File: src/rtl/ntt_bram_arbiter.sv
// ntt_bram_arbiter: shares one BRAM port between the NTT sequencer (requester 0)
// and the host/debug path (requester 1). Round-robin arbitration, optional
// burst locking bounded by MAX_BURST, and fixed-latency read-return routing.
// Optional statistics counters are built when NTT_ARB_STATS_EN is defined.
module ntt_bram_arbiter #(
  parameter int DW        = 64,
  parameter int AW        = 8,
  parameter int RD_LAT    = 2,
  parameter int MAX_BURST = 64
) (
  input  logic            clk,
  input  logic            rst,
  input  logic            req0,
  input  logic            we0,
  input  logic [AW-1:0]   addr0,
  input  logic [DW-1:0]   wdata0,
  input  logic            lock0,
  input  logic            req1,
  input  logic            we1,
  input  logic [AW-1:0]   addr1,
  input  logic [DW-1:0]   wdata1,
  input  logic            lock1,
  output logic            gnt0,
  output logic            gnt1,
  output logic            rvalid0,
  output logic [DW-1:0]   rdata0,
  output logic            rvalid1,
  output logic [DW-1:0]   rdata1,
`ifdef NTT_ARB_STATS_EN
  output logic [31:0]     stat_gnt0,
  output logic [31:0]     stat_gnt1,
  output logic [31:0]     stat_conflict,
`endif
  output logic [AW+1:0]   BRAM_addr,
  output logic [DW-1:0]   BRAM_din,
  input  logic [DW-1:0]   BRAM_dout,
  output logic            BRAM_en,
  output logic            BRAM_we,
  output logic            BRAM_clk
);

  localparam logic [1:0] S_IDLE = 2'd0;
  localparam logic [1:0] S_OWN0 = 2'd1;
  localparam logic [1:0] S_OWN1 = 2'd2;

  logic [1:0]    state_q, state_d;
  logic          last_q, last_d;
  logic [7:0]    burst_cnt_q, burst_cnt_d;
  logic          bram_en_q, bram_en_d;
  logic          bram_we_q, bram_we_d;
  logic [AW+1:0] bram_addr_q, bram_addr_d;
  logic [DW-1:0] bram_din_q, bram_din_d;
  logic [RD_LAT:0] tag_vld_q, tag_vld_d;
  logic [RD_LAT:0] tag_id_q, tag_id_d;
  logic [DW-1:0] rdata0_q, rdata0_d;
  logic [DW-1:0] rdata1_q, rdata1_d;

  logic          acc, win, win_lock, win_we;
  logic [AW-1:0] win_addr;
  logic [DW-1:0] win_data;
  logic          own_id, own_req, own_lock;
  logic [8:0]    cnt_inc;

  assign BRAM_clk  = clk;
  assign BRAM_en   = bram_en_q;
  assign BRAM_we   = bram_we_q;
  assign BRAM_addr = bram_addr_q;
  assign BRAM_din  = bram_din_q;

  // Grant decision: owner-only while locked, otherwise round-robin on contention.
  always_comb begin
    gnt0 = 1'b0;
    gnt1 = 1'b0;
    if (!rst) begin
      case (state_q)
        S_IDLE: begin
          if (req0 && req1) begin
            gnt0 = last_q;
            gnt1 = !last_q;
          end else begin
            gnt0 = req0;
            gnt1 = req1;
          end
        end
        S_OWN0:  gnt0 = req0;
        S_OWN1:  gnt1 = req1;
        default: ;
      endcase
    end
  end

  assign acc      = (req0 && gnt0) || (req1 && gnt1);
  assign win      = req1 && gnt1;
  assign win_lock = win ? lock1  : lock0;
  assign win_we   = win ? we1    : we0;
  assign win_addr = win ? addr1  : addr0;
  assign win_data = win ? wdata1 : wdata0;
  assign cnt_inc  = {1'b0, burst_cnt_q} + 9'd1;

  // Ownership FSM, last-winner tracking and burst length bound.
  always_comb begin
    state_d     = state_q;
    last_d      = last_q;
    burst_cnt_d = burst_cnt_q;
    own_id      = (state_q == S_OWN1);
    own_req     = own_id ? req1  : req0;
    own_lock    = own_id ? lock1 : lock0;
    if (acc) last_d = win;
    case (state_q)
      S_IDLE: begin
        // A single-beat burst limit means a lock can never extend ownership.
        if (acc && win_lock && (MAX_BURST > 1)) begin
          state_d     = win ? S_OWN1 : S_OWN0;
          burst_cnt_d = 8'd1;
        end
      end
      S_OWN0, S_OWN1: begin
        if (acc) begin
          burst_cnt_d = cnt_inc[7:0];
          if (!win_lock || (cnt_inc >= 9'(MAX_BURST))) state_d = S_IDLE;
        end else if (!own_req && !own_lock) begin
          state_d = S_IDLE;
        end
      end
      default: state_d = S_IDLE;
    endcase
  end

  // Next BRAM command; address/data hold their last value when idle.
  always_comb begin
    bram_en_d   = acc;
    bram_we_d   = acc && win_we;
    bram_addr_d = acc ? {win_addr, 2'b00} : bram_addr_q;
    bram_din_d  = acc ? win_data : bram_din_q;
  end

  // Read tag pipe: stage k is valid RD_LAT-k cycles before its data arrives.
  always_comb begin
    tag_vld_d = {tag_vld_q[RD_LAT-1:0], acc && !win_we};
    tag_id_d  = {tag_id_q[RD_LAT-1:0], win};
  end

  assign rvalid0 = tag_vld_q[RD_LAT] && !tag_id_q[RD_LAT] && !rst;
  assign rvalid1 = tag_vld_q[RD_LAT] &&  tag_id_q[RD_LAT] && !rst;
  assign rdata0  = rvalid0 ? BRAM_dout : rdata0_q;
  assign rdata1  = rvalid1 ? BRAM_dout : rdata1_q;

  // Read-data hold registers keep the last returned word per requester.
  always_comb begin
    rdata0_d = rdata0;
    rdata1_d = rdata1;
  end

  // State and output registers; reset releases ownership and drops in-flight reads.
  always_ff @(posedge clk) begin
    if (rst) begin
      state_q     <= S_IDLE;
      last_q      <= 1'b1;
      burst_cnt_q <= '0;
      bram_en_q   <= 1'b0;
      bram_we_q   <= 1'b0;
      bram_addr_q <= '0;
      bram_din_q  <= '0;
      tag_vld_q   <= '0;
      tag_id_q    <= '0;
      rdata0_q    <= '0;
      rdata1_q    <= '0;
    end else begin
      state_q     <= state_d;
      last_q      <= last_d;
      burst_cnt_q <= burst_cnt_d;
      bram_en_q   <= bram_en_d;
      bram_we_q   <= bram_we_d;
      bram_addr_q <= bram_addr_d;
      bram_din_q  <= bram_din_d;
      tag_vld_q   <= tag_vld_d;
      tag_id_q    <= tag_id_d;
      rdata0_q    <= rdata0_d;
      rdata1_q    <= rdata1_d;
    end
  end

`ifdef NTT_ARB_STATS_EN
  logic [31:0] stat_gnt0_q, stat_gnt0_d;
  logic [31:0] stat_gnt1_q, stat_gnt1_d;
  logic [31:0] stat_conflict_q, stat_conflict_d;

  function automatic logic [31:0] sat_inc(input logic [31:0] v, input logic en);
    sat_inc = (en && (v != '1)) ? v + 32'd1 : v;
  endfunction

  assign stat_gnt0     = stat_gnt0_q;
  assign stat_gnt1     = stat_gnt1_q;
  assign stat_conflict = stat_conflict_q;

  // Saturating accept and contention counters.
  always_comb begin
    stat_gnt0_d     = sat_inc(stat_gnt0_q, req0 && gnt0);
    stat_gnt1_d     = sat_inc(stat_gnt1_q, req1 && gnt1);
    stat_conflict_d = sat_inc(stat_conflict_q, req0 && req1 && (gnt0 != gnt1));
  end

  // Counter registers.
  always_ff @(posedge clk) begin
    if (rst) begin
      stat_gnt0_q     <= '0;
      stat_gnt1_q     <= '0;
      stat_conflict_q <= '0;
    end else begin
      stat_gnt0_q     <= stat_gnt0_d;
      stat_gnt1_q     <= stat_gnt1_d;
      stat_conflict_q <= stat_conflict_d;
    end
  end
`endif

endmodule

File: config.mk
export PLATFORM = sky130hd
export DESIGN_NAME = ntt_bram_arbiter
export DESIGN_NICKNAME = d
export VERILOG_FILES = /design/src/rtl/ntt_bram_arbiter.sv
export SDC_FILE = /design/constraint.sdc
export NUM_CORES = 1
export LEC_CHECK = 0
export ABC_AREA = 0
export CORE_AREA = 2 2 164 166
export DETAILED_ROUTE_END_ITERATION = 6
export DIE_AREA = 0 0 166 168
export PLACE_DENSITY = 0.69
export SLEW_MARGIN = 20
export SYNTH_ARGS = -nofsm -noshare
export SYNTH_HDL_FRONTEND = slang
export SYNTH_SLANG_ARGS = --single-unit
File: constraint.sdc
create_clock -name clk -period 3.6 [get_ports clk]
set_input_delay 1.08 -clock clk [delete_from_list [all_inputs] [get_ports clk]]
set_output_delay 1.08 -clock clk [all_outputs]
set_load 0.02 [all_outputs]
==> impl_metrics.tcl, run 1 <==
set metrics [dict create \
    pin_count 425 \
    setup_violations 0 \
    drc_errors 0 \
    power_frac_clock 0.380 \
    timing.critical_path.required_ps 2520 \
    clock.fmax_mhz 280.8 \
    worst_slew_margin_rel 0.3268 \
    post_synth_edffs 0 \
    leakage_uw 0.006886 \
    cap_viol_max_count 0 \
    final_critical_path_setup_slack_ps 38.11 \
    final.setup_skew_ps 13.79 \
    mostFrequentLayoutCells "sky130_fd_sc_hd__clkdlybuf4s50_1 (290), sky130_fd_sc_hd__dfxtp_1 (219), sky130_fd_sc_hd__nand2_1 (202), sky130_fd_sc_hd__nor2b_1 (133), sky130_fd_sc_hd__dlygate4sd2_1 (102)" \
    worst_setup_path_end_kind "primary output" \
    cpMaxStageDelayCell "sky130_fd_sc_hd__mux2_2" \
    timing.critical_path.cells "buf_6 > nor3b_2 > buf_4 > clkbuf_16 > mux2_2 > dlygate4sd2_1" \
    timing_max_transition_violations_final 0 \
    track_usage 0.2104 \
    route.vias.total 8363 \
    postSynthRegisterBits 219 \
    layout.nets 1622 \
    vdd_ir_drop_max_uv 252.2 \
    total_switching_power_uw 1851 \
    port_buffers 422 \
    final.period_utilization 0.9894 \
    path_class "input port to primary output" \
    power_switching_share 0.2761 \
    clock_slew_at_the_register_clock_pins_of_the_worst_setup_and_hold_paths_ps 60 \
    hp-class "register to register" \
    floorplan.die.height_um 168 \
    placement_stage_worst_setup_slack_ps -190.9 \
    worst-slew-pin-transition_ps 1010 \
    initial_utilization 0.3462 \
    gp_congestion 0.8033 \
    post_drt_wl_per_cell_um 17.27 \
    cp.buffers_inverters 4 \
    grt_remaining_overflow 0 \
    cts_tree "yes" \
    ys.warnings.count 0 \
    final_core_util 0.5539 \
    largest_net_degree_at_the_start_of_global_routing 150 \
    max_stage_delay_on_crit_path_ps 350 \
    drive_gt1_frac 0.1099 \
    std_cell_rows 60 \
    unrepaired_setup_endpoints_after_global_routing "true" \
    initialDrtViolationCount 410 \
    grt_first_pass_wirelength_um 47000 \
    initial_antenna_violation_count 1 \
    core_sq_mm 0.02635 \
    worstSkewPairLatency_ps 630 \
    avgSynthCellArea_sq_um 9.241 \
    syn-instance-count 987 \
    comb_power_share 0.221 \
    power.sequential.fraction 0.399 \
    final.hold.worst_slack_ps 437.2 \
    dr.pass1.iters 4 \
    syn-cell-area_sq_mm 0.009121 \
    ys_async_sr_fraction 0 \
    startpoint_type "input port" \
    detail-route-antenna-nets 0 \
    fp.dieW_um 166 \
    area_of_the_die_sq_mm 0.02789 \
    vias_per_cell 4.746 \
    timing.final.hold_violations 0 \
    post_cts_buffers 0 \
    critical_path_peak_fanout 13 \
    power.internal_uw 4852 \
    dp_hpwl_um 21830 \
    synth.lib_cells_used.distinct 43 \
    critPathArrivalTime_ps 2480 \
    number_of_global_route_vias_before_repair 8387 \
    cp_top_family "buffers and inverters" \
    synth_sequential_area_ratio 0.4807 \
    synth_flop_cell "sky130_fd_sc_hd__dfxtp_1" \
    outcome "completed" \
    area_growth_syn_to_layout_pct 60.03 \
    power_per_cell_area_mw_per_mm2 459.2 \
    drt_wl_total_um 30440 \
    layout_min_cycle_time_ps 3562 \
    layout_commonest_cell "sky130_fd_sc_hd__clkdlybuf4s50_1" \
]
==> final cells by class <==
type                       count  area, sq um
clock inverter                 8        47.55
sequential                   219         4384
inverter                       5        21.27
timing repair buffer         456         4518
multi-input combinational    691         4403
clock buffer                  40        790.8
tap                          341        426.7
fill                        2440        11750
antenna                        2        5.005
==> Yosys cell counts (2+ instances only) <==
cell | instances | area share
sky130_fd_sc_hd__inv_1 | 5 | 0.0021
sky130_fd_sc_hd__buf_2 | 22 | 0.012
sky130_fd_sc_hd__nand2b_1 | 2 | 0.0014
sky130_fd_sc_hd__nand2_1 | 202 | 0.083
sky130_fd_sc_hd__nor2b_1 | 133 | 0.091
sky130_fd_sc_hd__or4_1 | 3 | 0.0025
sky130_fd_sc_hd__o21ai_0 | 8 | 0.0044
sky130_fd_sc_hd__and2_1 | 2 | 0.0014
sky130_fd_sc_hd__a22o_1 | 2 | 0.0019
sky130_fd_sc_hd__or3_1 | 4 | 0.0027
sky130_fd_sc_hd__nand3b_1 | 3 | 0.0025
sky130_fd_sc_hd__a211oi_1 | 72 | 0.059
sky130_fd_sc_hd__buf_1 | 6 | 0.0025
sky130_fd_sc_hd__a21oi_1 | 8 | 0.0044
sky130_fd_sc_hd__nor3b_2 | 2 | 0.0027
sky130_fd_sc_hd__buf_4 | 10 | 0.0082
sky130_fd_sc_hd__o21a_1 | 2 | 0.0016
sky130_fd_sc_hd__ha_1 | 4 | 0.0055
sky130_fd_sc_hd__clkbuf_1 | 35 | 0.014
sky130_fd_sc_hd__dfxtp_1 | 219 | 0.48
sky130_fd_sc_hd__or2_2 | 2 | 0.0014
sky130_fd_sc_hd__nor3b_1 | 3 | 0.0025
sky130_fd_sc_hd__o31ai_1 | 2 | 0.0016
sky130_fd_sc_hd__mux2_2 | 64 | 0.079
sky130_fd_sc_hd__mux2i_1 | 74 | 0.081
sky130_fd_sc_hd__a211o_1 | 2 | 0.0019
sky130_fd_sc_hd__o21ai_2 | 2 | 0.0019
sky130_fd_sc_hd__nor2_1 | 78 | 0.032
sky130_fd_sc_hd__nand3_1 | 2 | 0.0011
==> through the flow <==
| stage | cells | instance area, sq um | power [uW] | setup TNS [ps] |
|---|---|---|---|---|
| global route | 1761 | 14590 | 7007 | -70.91 |
| global placement | 1712 | 13810 | 4244 | -12100 |
| CTS | 1759 | 14510 | 6788 | -1400 |
| finish | 1762 | 14600 | 6703 | 0 |
| floorplan | 988 | 9125 | 3519 | 0 |
| detailed placement | 1712 | 13810 | 4249 | -13980 |
==> state kept, by name, summed over array words and instances, names as in the netlist <==
name / count
BRAM_din: 64
rdata0_q: 64
rdata1_q: 64
BRAM_addr: 8
burst_cnt_q: 8
tag_id_q: 3
tag_vld_q: 3
state_q: 2
BRAM_en: 1
BRAM_we: 1
last_q: 1
==> layer usage <==
metal | part of all wire | global-route usage
met3 | 0.10 | 0.08721
met2 | 0.48 | 0.3624
met4 | 0.021 | 0.06352
met5 | 0 | 0
met1 | 0.40 | 0.2385
==> power by group through the flow <==
stage / clock network [uW] / registers [uW] / logic [uW]
after floorplan: 32.5 / 2880 / 606
after global placement: 37.3 / 2720 / 1490
after detailed placement: 37.3 / 2720 / 1490
after CTS: 2620 / 2670 / 1490
after global routing: 2730 / 2690 / 1590
final: 2550 / 2670 / 1480
==> final timing paths <==
check                             startpoint      endpoint  slack [ps]  cells after the start
worst max-delay path                     rst    rdata0[14]          40                      6
worst min-delay path            tag_vld_q[1]  tag_vld_q[2]         440                      1
worst max register to register    state_q[0]    state_q[0]        1220                      8
worst min register to register  tag_vld_q[1]  tag_vld_q[2]         440                      1
==> cells by family (layout without fill, tap and decap cells) <==
kind of cell,after synthesis,after routing,share of synthesized area
flip-flops,219,219,0.4807
other,1,4,0.0004111
AND/OR/NAND/NOR,441,441,0.2289
multiplexers,139,139,0.1615
buffers and inverters,78,509,0.03923
adder cells (fa/ha/maj),4,4,0.005487
AO/OA/AOI/OAI,105,105,0.08382
==> timing repair <==
| item | 4_1_cts | 5_1_grt |
|---|---|---|
| hold buffers | 0 | 0 |
| setup endpoints to repair | 125 | 52 |
| gates resized for setup | 106 | 30 |
| gates cloned | 0 | 1 |
Power figures use the tool's default switching activity.
==> run 2: changes to the inputs <==
--- a/config.mk
+++ b/config.mk
@@ -6,6 +6,7 @@
 export NUM_CORES = 1
 export LEC_CHECK = 0
 export ABC_AREA = 0
+export ABC_CLOCK_PERIOD_IN_PS = 3600
 export CORE_AREA = 2 2 164 166
 export DETAILED_ROUTE_END_ITERATION = 6
 export DIE_AREA = 0 0 166 168
==> results of run 2 <==
The final DEF is identical to that of run 1; final timing and power are the same.
